### src/rtl/decode_sequencer.sv
// Packet decode sequencer: drives a downstream bit decoder through the SIGNAL
// field and then the payload, checks SIGNAL, forwards payload bytes and flags errors.
module decode_sequencer #(
  parameter logic [11:0] MAX_LEN        = 12'd4095,
  parameter logic [15:0] TIMEOUT_CYCLES = 16'd20000
) (
  input  logic        clock,
  input  logic        reset,
  input  logic        start,
  input  logic        abort,
  input  logic [7:0]  byte_in,
  input  logic        byte_in_strobe,
  output logic        dec_reset,
  output logic        dec_enable,
  output logic [7:0]  rate,
  output logic        do_descramble,
  output logic [19:0] num_bits_to_decode,
  output logic        sig_valid,
  output logic        sig_error,
  output logic [3:0]  pkt_rate,
  output logic [11:0] pkt_len,
  output logic [7:0]  data_byte,
  output logic        data_byte_strobe,
  output logic [11:0] byte_count,
  output logic        pkt_done,
  output logic        timeout,
  output logic        busy
);

  typedef enum logic [2:0] {
    S_IDLE, S_SIG_RST, S_SIG_DEC, S_SIG_CHK, S_DATA_RST, S_DATA_DEC, S_DONE, S_ERR
  } state_t;

  state_t      r_state;
  state_t      w_next_state;

  logic [23:0] r_signal;
  logic [1:0]  r_sig_idx;
  logic [15:0] r_idle_cnt;
  logic [7:0]  r_rate;
  logic        r_do_descramble;
  logic [19:0] r_num_bits;
  logic        r_sig_valid;
  logic        r_sig_error;
  logic        r_timeout;
  logic [3:0]  r_pkt_rate;
  logic [11:0] r_pkt_len;
  logic [7:0]  r_data_byte;
  logic        r_data_strobe;
  logic [11:0] r_byte_count;

  logic [11:0] w_sig_len;
  logic        w_sig_pass;
  logic        w_in_dec;
  logic        w_enter_dec;
  logic        w_timeout_hit;
  logic        w_byte_take;
  logic        w_last_sig;
  logic        w_last_data;

  assign w_sig_len     = r_signal[16:5];
  assign w_sig_pass    = r_signal[3] && !r_signal[4] && !(^r_signal[17:0]) &&
                         (r_signal[23:18] == 6'd0) && (w_sig_len != 12'd0) &&
                         (w_sig_len <= MAX_LEN);
  assign w_in_dec      = (r_state == S_SIG_DEC) || (r_state == S_DATA_DEC);
  assign w_enter_dec   = (r_state == S_SIG_RST) || (r_state == S_DATA_RST);
  // Idle counter value N means N strobe-free cycles already spent in a decode state.
  assign w_timeout_hit = w_in_dec && !byte_in_strobe &&
                         (r_idle_cnt == TIMEOUT_CYCLES - 16'd1);
  assign w_byte_take   = byte_in_strobe && !abort;
  assign w_last_sig    = (r_state == S_SIG_DEC) && byte_in_strobe && (r_sig_idx == 2'd2);
  assign w_last_data   = (r_state == S_DATA_DEC) && byte_in_strobe &&
                         (r_byte_count + 12'd1 == r_pkt_len);

  always_ff @(posedge clock) begin
    if (reset) begin
      r_state <= S_IDLE;
    end else begin
      r_state <= w_next_state;
    end
  end

  always_comb begin
    w_next_state = r_state;
    if (abort && (r_state != S_IDLE)) begin
      w_next_state = S_IDLE;
    end else begin
      case (r_state)
        S_IDLE:     if (start) w_next_state = S_SIG_RST;
        S_SIG_RST:  w_next_state = S_SIG_DEC;
        S_SIG_DEC: begin
          if (w_last_sig) w_next_state = S_SIG_CHK;
          else if (w_timeout_hit) w_next_state = S_ERR;
        end
        S_SIG_CHK:  w_next_state = w_sig_pass ? S_DATA_RST : S_ERR;
        S_DATA_RST: w_next_state = S_DATA_DEC;
        S_DATA_DEC: begin
          if (w_last_data) w_next_state = S_DONE;
          else if (w_timeout_hit) w_next_state = S_ERR;
        end
        S_DONE:     w_next_state = S_IDLE;
        S_ERR:      w_next_state = S_IDLE;
        default:    w_next_state = S_IDLE;
      endcase
    end
  end

  always_comb begin
    dec_reset  = 1'b0;
    dec_enable = 1'b0;
    pkt_done   = 1'b0;
    busy       = 1'b1;
    case (r_state)
      S_IDLE:                busy       = 1'b0;
      S_SIG_RST, S_DATA_RST: dec_reset  = 1'b1;
      S_SIG_DEC, S_DATA_DEC: dec_enable = 1'b1;
      S_DONE:                pkt_done   = 1'b1;
      default:               ;
    endcase
  end

  always_ff @(posedge clock) begin
    if (reset) begin
      r_signal        <= 24'd0;
      r_sig_idx       <= 2'd0;
      r_idle_cnt      <= 16'd0;
      r_rate          <= 8'h0B;
      r_do_descramble <= 1'b0;
      r_num_bits      <= 20'd24;
      r_sig_valid     <= 1'b0;
      r_sig_error     <= 1'b0;
      r_timeout       <= 1'b0;
      r_pkt_rate      <= 4'd0;
      r_pkt_len       <= 12'd0;
      r_data_byte     <= 8'd0;
      r_data_strobe   <= 1'b0;
      r_byte_count    <= 12'd0;
    end else begin
      r_sig_valid   <= 1'b0;
      r_sig_error   <= 1'b0;
      r_timeout     <= 1'b0;
      r_data_strobe <= 1'b0;

      // Decoder configuration is loaded as the RST state is entered so it is valid during it.
      if (w_next_state == S_SIG_RST) begin
        r_rate          <= 8'h0B;
        r_do_descramble <= 1'b0;
        r_num_bits      <= 20'd24;
        r_sig_idx       <= 2'd0;
        r_signal        <= 24'd0;
      end
      if (w_next_state == S_DATA_RST) begin
        r_sig_valid     <= 1'b1;
        r_pkt_rate      <= r_signal[3:0];
        r_pkt_len       <= w_sig_len;
        r_rate          <= {4'd0, r_signal[3:0]};
        r_do_descramble <= 1'b1;
        r_num_bits      <= 20'd22 + {5'd0, w_sig_len, 3'd0};
      end
      if ((r_state == S_SIG_CHK) && (w_next_state == S_ERR)) begin
        r_sig_error <= 1'b1;
      end
      if (w_in_dec && (w_next_state == S_ERR)) begin
        r_timeout <= 1'b1;
      end

      if (w_enter_dec || (w_in_dec && byte_in_strobe)) begin
        r_idle_cnt <= 16'd0;
      end else if (w_in_dec) begin
        r_idle_cnt <= r_idle_cnt + 16'd1;
      end

      if ((r_state == S_SIG_DEC) && w_byte_take) begin
        case (r_sig_idx)
          2'd0:    r_signal[7:0]   <= byte_in;
          2'd1:    r_signal[15:8]  <= byte_in;
          default: r_signal[23:16] <= byte_in;
        endcase
        r_sig_idx <= r_sig_idx + 2'd1;
      end

      if (r_state == S_DATA_RST) begin
        r_byte_count <= 12'd0;
      end else if ((r_state == S_DATA_DEC) && w_byte_take) begin
        r_data_byte   <= byte_in;
        r_data_strobe <= 1'b1;
        r_byte_count  <= r_byte_count + 12'd1;
      end
    end
  end

  assign rate               = r_rate;
  assign do_descramble      = r_do_descramble;
  assign num_bits_to_decode = r_num_bits;
  assign sig_valid          = r_sig_valid;
  assign sig_error          = r_sig_error;
  assign pkt_rate           = r_pkt_rate;
  assign pkt_len            = r_pkt_len;
  assign data_byte          = r_data_byte;
  assign data_byte_strobe   = r_data_strobe;
  assign byte_count         = r_byte_count;
  assign timeout            = r_timeout;

endmodule
### config.mk
export PLATFORM = sky130hd
export DESIGN_NAME = decode_sequencer
export DESIGN_NICKNAME = d
export VERILOG_FILES = /design/src/rtl/decode_sequencer.sv
export SDC_FILE = /design/constraint.sdc
export NUM_CORES = 1
export LEC_CHECK = 0
export CAP_MARGIN = 20
export CORE_MARGIN = 5
export CORE_UTILIZATION = 55
export DETAILED_ROUTE_END_ITERATION = 16
export GPL_ROUTABILITY_DRIVEN = 0
export PLACE_DENSITY_LB_ADDON = 0.25
export SLEW_MARGIN = 15
export SYNTH_ARGS = -nofsm -noshare
export SYNTH_HDL_FRONTEND = slang
export SYNTH_SLANG_ARGS = --single-unit
### constraint.sdc
create_clock -name clock -period 8.4 [get_ports clock]
set_clock_uncertainty 0.15 [all_clocks]
set_input_delay 0.84 -clock clock [delete_from_list [all_inputs] [get_ports clock]]
set_output_delay 0.84 -clock clock [all_outputs]
set_load 0.01 [all_outputs]
Word level (Yosys, flattened, before mapping):

Cells that the tools add are included.

* eq/ne operators: 14
* reduce and logical (&&, ||, !) cells: 40
* magnitude comparators: 1
* bitwise logic cells: 1
* $add $sub $neg: 4
* multiplexer cells: 28

Operator list (number)
* 24-bit 2-to-1 mux: 2
* 20-bit 2-to-1 mux: 2
* 8-bit 2-to-1 mux: 3
* 3-bit case mux with 7 select lines: 1
* 3-bit equality test (second input constant): 6
* 1-bit logical AND: 18
* 18-bit parity: 1
* 16-bit by 1-bit adder with 16-bit output (second input constant): 1
* 5-bit by 15-bit adder with 16-bit output (first input constant): 1
* 16-bit by 15-bit equality test with 1-bit output (second input constant): 1
* 3-bit 2-to-1 mux: 5
* 12-bit by 1-bit adder with 12-bit output (second input constant): 1
* 12-bit equality test: 1
* 12-bit <= comparator (second input constant): 1
* 12-bit nonzero test: 1
* 2-bit OR reduction: 6
* 1-bit 2-to-1 mux: 10
* 4-bit 2-to-1 mux: 2
* 3-bit by 1-bit equality test with 1-bit output (second input constant): 2
* 3-bit by 2-bit equality test with 1-bit output (second input constant): 2
* 6-bit logical NOT: 1
* 2-bit 2-to-1 mux: 3
* 1-bit logical NOT: 4
* 2-bit nonzero test: 2
* 9 further kinds: 11

* register bits: 110
* bits of input ports: 13
* word-level logic and storage cells: 103

Logic depth before layout (Yosys ltp):

* depth in word-level cells: 13
* gate-level depth with buffers: 12
* gate-level depth less buffers: 9

Worst setup path before layout:

OpenSTA, ideal clock, no wires.

* kind: input port to flip-flop
* from: input byte_in_strobe
* to: register r_num_bits[12] (netlist: num_bits_to_decode[12])
* setup time: 0.121 ns
* buffers on the path: 1
* path slack: 5.323 ns
* cell stages on the path: 9
* arrival time: 2.806 ns
* path through: or4b_1 nor4_1 nand4_1 nand2_1 o21ai_0 nor3_1 nor3_4 buf_6 mux2_2

* cells in the longest elaborated chain, start to end: 9
* elaborated cells between the ends (all ways): 16

RTL lines
* start, declared: RTL line 12 `input logic byte_in_strobe,`
* 1-bit logical NOT: RTL line 68 `assign w_timeout_hit = w_in_dec && !byte_in_strobe &&`
* 1-bit logical AND (2 in a row): RTL line 68
* 3-bit 2-to-1 mux: RTL line 93, 99
* 3-bit 2-to-1 mux (on tied branches): RTL line 98, 92
* 3-bit case mux with 7 select lines (*): RTL line 88 `case (r_state)`
* 3-bit 2-to-1 mux (*): RTL line 85 `if (abort && (r_state != S_IDLE)) begin`
* 3-bit equality test / 3-bit by 1-bit equality test with 1-bit output (equally long branches): RTL line 152, 145
* 20-bit 2-to-1 mux / 2-bit nonzero test (equally long branches)
* end signal, assigned: RTL line 158 `r_num_bits <= 20'd22 + {5'd0, w_sig_len, 3'd0};`
* end, declared: RTL line 42 `logic [19:0] r_num_bits;`

Mark *: on every way between the ends. The rest lies on a longest branch, timed or not.
A chain may end at the register's enable or synchronous reset.

Final worst setup path:

* from: register r_byte_count[0] (netlist: byte_count[0])
* to: register r_num_bits[11] (netlist: num_bits_to_decode[11])

* cells in the longest elaborated chain, start to end: 8
* elaborated cells between the ends (all ways): 10

RTL lines
* start, declared: RTL line 50 `logic [11:0] r_byte_count;`
* start signal, assigned: RTL line 187 `r_byte_count <= r_byte_count + 12'd1;`
* 12-bit by 1-bit adder with 12-bit output (*): RTL line 73 `(r_byte_count + 12'd1 == r_pkt_len);`
* 12-bit equality test (*): RTL line 73
* 1-bit logical AND (*): RTL line 72 `assign w_last_data = (r_state == S_DATA_DEC) && byte_in_strobe &&`
* 3-bit 2-to-1 mux (*): RTL line 98 `if (w_last_data) w_next_state = S_DONE;`
* 3-bit case mux with 7 select lines (*): RTL line 88
* 3-bit 2-to-1 mux (*): RTL line 85
* 3-bit equality test / 3-bit by 1-bit equality test with 1-bit output (equally long branches): RTL line 152, 145
* 20-bit 2-to-1 mux / 2-bit nonzero test (equally long branches)

Marked as above.

==> flow_summary.yaml <==
layout:
  final.fill_count: 789
  final_area_sq_um: 6032
  drive_above_1_share_pct: 5.357
  final_nets: 690
  num_antenna_cells: 0
  mostFrequentLayoutCells: "dfxtp_1 (103), clkdlybuf4s50_1 (75), nand2_1 (71), a21oi_1 (65), nor2_1 (53)"
  fin_util_pct: 65.91
  area_growth_pct: 17.70
  stdcell_count: 783
  final_common_cell: "dfxtp_1"
logic_synthesis:
  synth_edf_count: 0
  ys_async_sr_fraction_pct: 0
  synth_area_leaders: "dfxtp_1 (40%), a21oi_1 (6.3%), nand2_1 (5.2%), xnor2_1 (5.1%), nand3_1 (5.0%)"
  synthDistinctLibCells: 55
  ys_ff_latch: 103
  netlist.area_leader.share_pct: 40.23
  netlist_area_sq_um: 5125
  yosysTopAreaCell: "dfxtp_1"
  syn_inst: 622
  ys_seq_area_share_pct: 40.23
  postSynthAreaPerCell_sq_um: 8.239
  synth-main-ff-cell: "dfxtp_1"
  ys_warn_count: 0
clock_tree:
  cts-resized-gates: 0
  cts_sinks: 103
  clk_latency_ps: 370
  cts.reportedPaths.clkPinSlew_ps: 100
  cts_tree: "done"
  holdBufCountCts: 0
  htreeDepth: 3
  cts_root_buffer: "clkbuf_8"
  postCtsSetupRepairBufs: 0
  clockBufferDepth: 2
  cts-buffers-inserted: 9
power_and_ir_drop:
  irDropWorstVdd_mv: 0.1001
  power_uw: 879.7
  p_leak_uw: 0.002083
  powerDensity_nw_per_um2: 145.8
worst_setup_path:
  critical_path.startpoint_type: "flip-flop"
  arrival_ps: 4070
  cp_cell_sequence: "ha_1 -> inv_1 -> a211oi_1 -> a31oi_1 -> nor4_1 -> a311oi_1 -> or3_1 -> nor3_4 -> mux2_2"
  cp_slowest_cell: "or3_1"
  ff2ff_path_depth: 9
  cp.required_ps: 8520
  cp_max_fo: 19
  crit_type: "reg -> reg"
  end_kind: "flip-flop"
  critPathMaxStageDelay_ps: 660
global_routing:
  grt_pass1_vias: 4308
  grt_usage_pct: 22.56
  grt_antenna_before_repair: 0
  grt-ovfl-total: 0
  grt_pass1_wl_microns: 20910
  grt_max_degree: 88
timing:
  final-setup-viol-count: 0
  worst_slew_pin_slew_ps: 1036
  rsz0062_at_grt: "false"
  slew_headroom_pct: 30.52
  fin_crit_sh_pct: 47.03
  fmax_ghz: 0.2531
  maxSlewViolCount: 0
  period_minus_slack_ps: 3950
  fin_setup_tns_ps: 0
  hold_violations: 0
drt:
  via_per_inst: 5.788
  drc_errors: 0
  wl_microns: 12720
  via_count: 4532
  drtPass1Iterations: 5
  wl_per_cell_microns: 16.25
  ant_nets: 0
  dr.first_iter.drc_count: 257
hold_path:
  hp-class: "reg -> reg"
  holdPathStages: 2
placed_design:
  dpl.hpwl_microns: 9306
  placed_cells: 767
  port-buffer-count: 76
  placed_cell_area_sq_um: 5807
floorplan:
  dieArea_sq_um: 11350
  ios: 86
  die_w_microns: 106.5
  start_util_pct: 55.99
  die_y_microns: 106.5
  core.rowCount: 35
  fp.coreArea_sq_um: 9153
status:
  status: "finished, final reports clean"
run:
  maxCapViolCount: 0
[worst paths after layout]
| kind | startpoint | to | slack (ps) |
|---|---|---|---|
| max | byte_count[0] | num_bits_to_decode[11] | 4450 |
| min | pkt_rate[3] | pkt_rate[3] | 310 |
| max reg2reg | byte_count[0] | num_bits_to_decode[11] | 4450 |
| min reg2reg | pkt_rate[3] | pkt_rate[3] | 310 |
[final cells by class]
cell class              count  area, sq um  area share (%)
repair buffers             78        770.7           12.78
multi-input cells         463         2796           46.36
clock buffers              10        127.6           2.116
flip-flops and latches    103         2062           34.18
inverters                  12        45.04          0.7467
well taps                 111        138.9           2.302
clock inverters             6        91.34           1.514
[cells by family after synthesis]
group / synth area share [%]
fa+ha+maj: 2.441
other cells: 0.07317
flops: 40.23
compound gates: 13.14
mux: 2.539
buf+inv: 6.006
xor+xnor: 9.936
simple gates: 25.63
[per-layer routing]
| metal | vias to the layer above | global-route usage (%) | share of wire [%] |
|---|---|---|---|
| met5 | - | 0 | 0 |
| met4 | 0 | 8.219 | 2.2 |
| met3 | 26 | 4.189 | 5.1 |
| met2 | 132 | 38.55 | 50 |
| met1 | 2152 | 28.38 | 43 |
| li1 | 2222 | - | - |
[worst max-delay path: cells and delay by family, from the launching register on]
kind,cells,cell delay [ps]
and+or+nand+nor,3,1640
DFF,1,500
adders and majority gates,1,430
AOI/OAI and AO/OA,3,560
muxes,1,410
buffers and inverters,1,150
[through the flow]
step           hold WS, ps  setup WS [ps]
2_1_floorplan        297.6           5323
3_3_place_gp         290.0           4353
3_5_place_dp         289.4           4190
4_1_cts              316.1           4494
5_1_grt              331.2           4116
6_report             308.0           4450
[cell usage after synthesis (15+ instances only)]
cell type,n
a21oi_1,65
clkbuf_1,30
dfxtp_1,103
nand2_1,71
nand3_1,51
nor2_1,53
nor3_1,15
o21ai_0,27
xnor2_1,30
xor2_1,23
[registers in the layout, indices dropped and copies added (netlist names)]
signal	count
r_sig_idx	2
data_byte	8
sig_valid	1
byte_count	12
timeout	1
data_byte_strobe	1
sig_error	1
r_idle_cnt	16
r_state	3
rate	4
r_signal	24
pkt_len	12
pkt_rate	4
num_bits_to_decode	14
[report_power, final]
part,switching (uW),leakage (uW),internal (uW)
logic,31.4,0.00114,11.6
registers,1.60,0.000830,489
clock network,176,0.000111,170
Note: power is estimated with default switching activity, not from simulation.
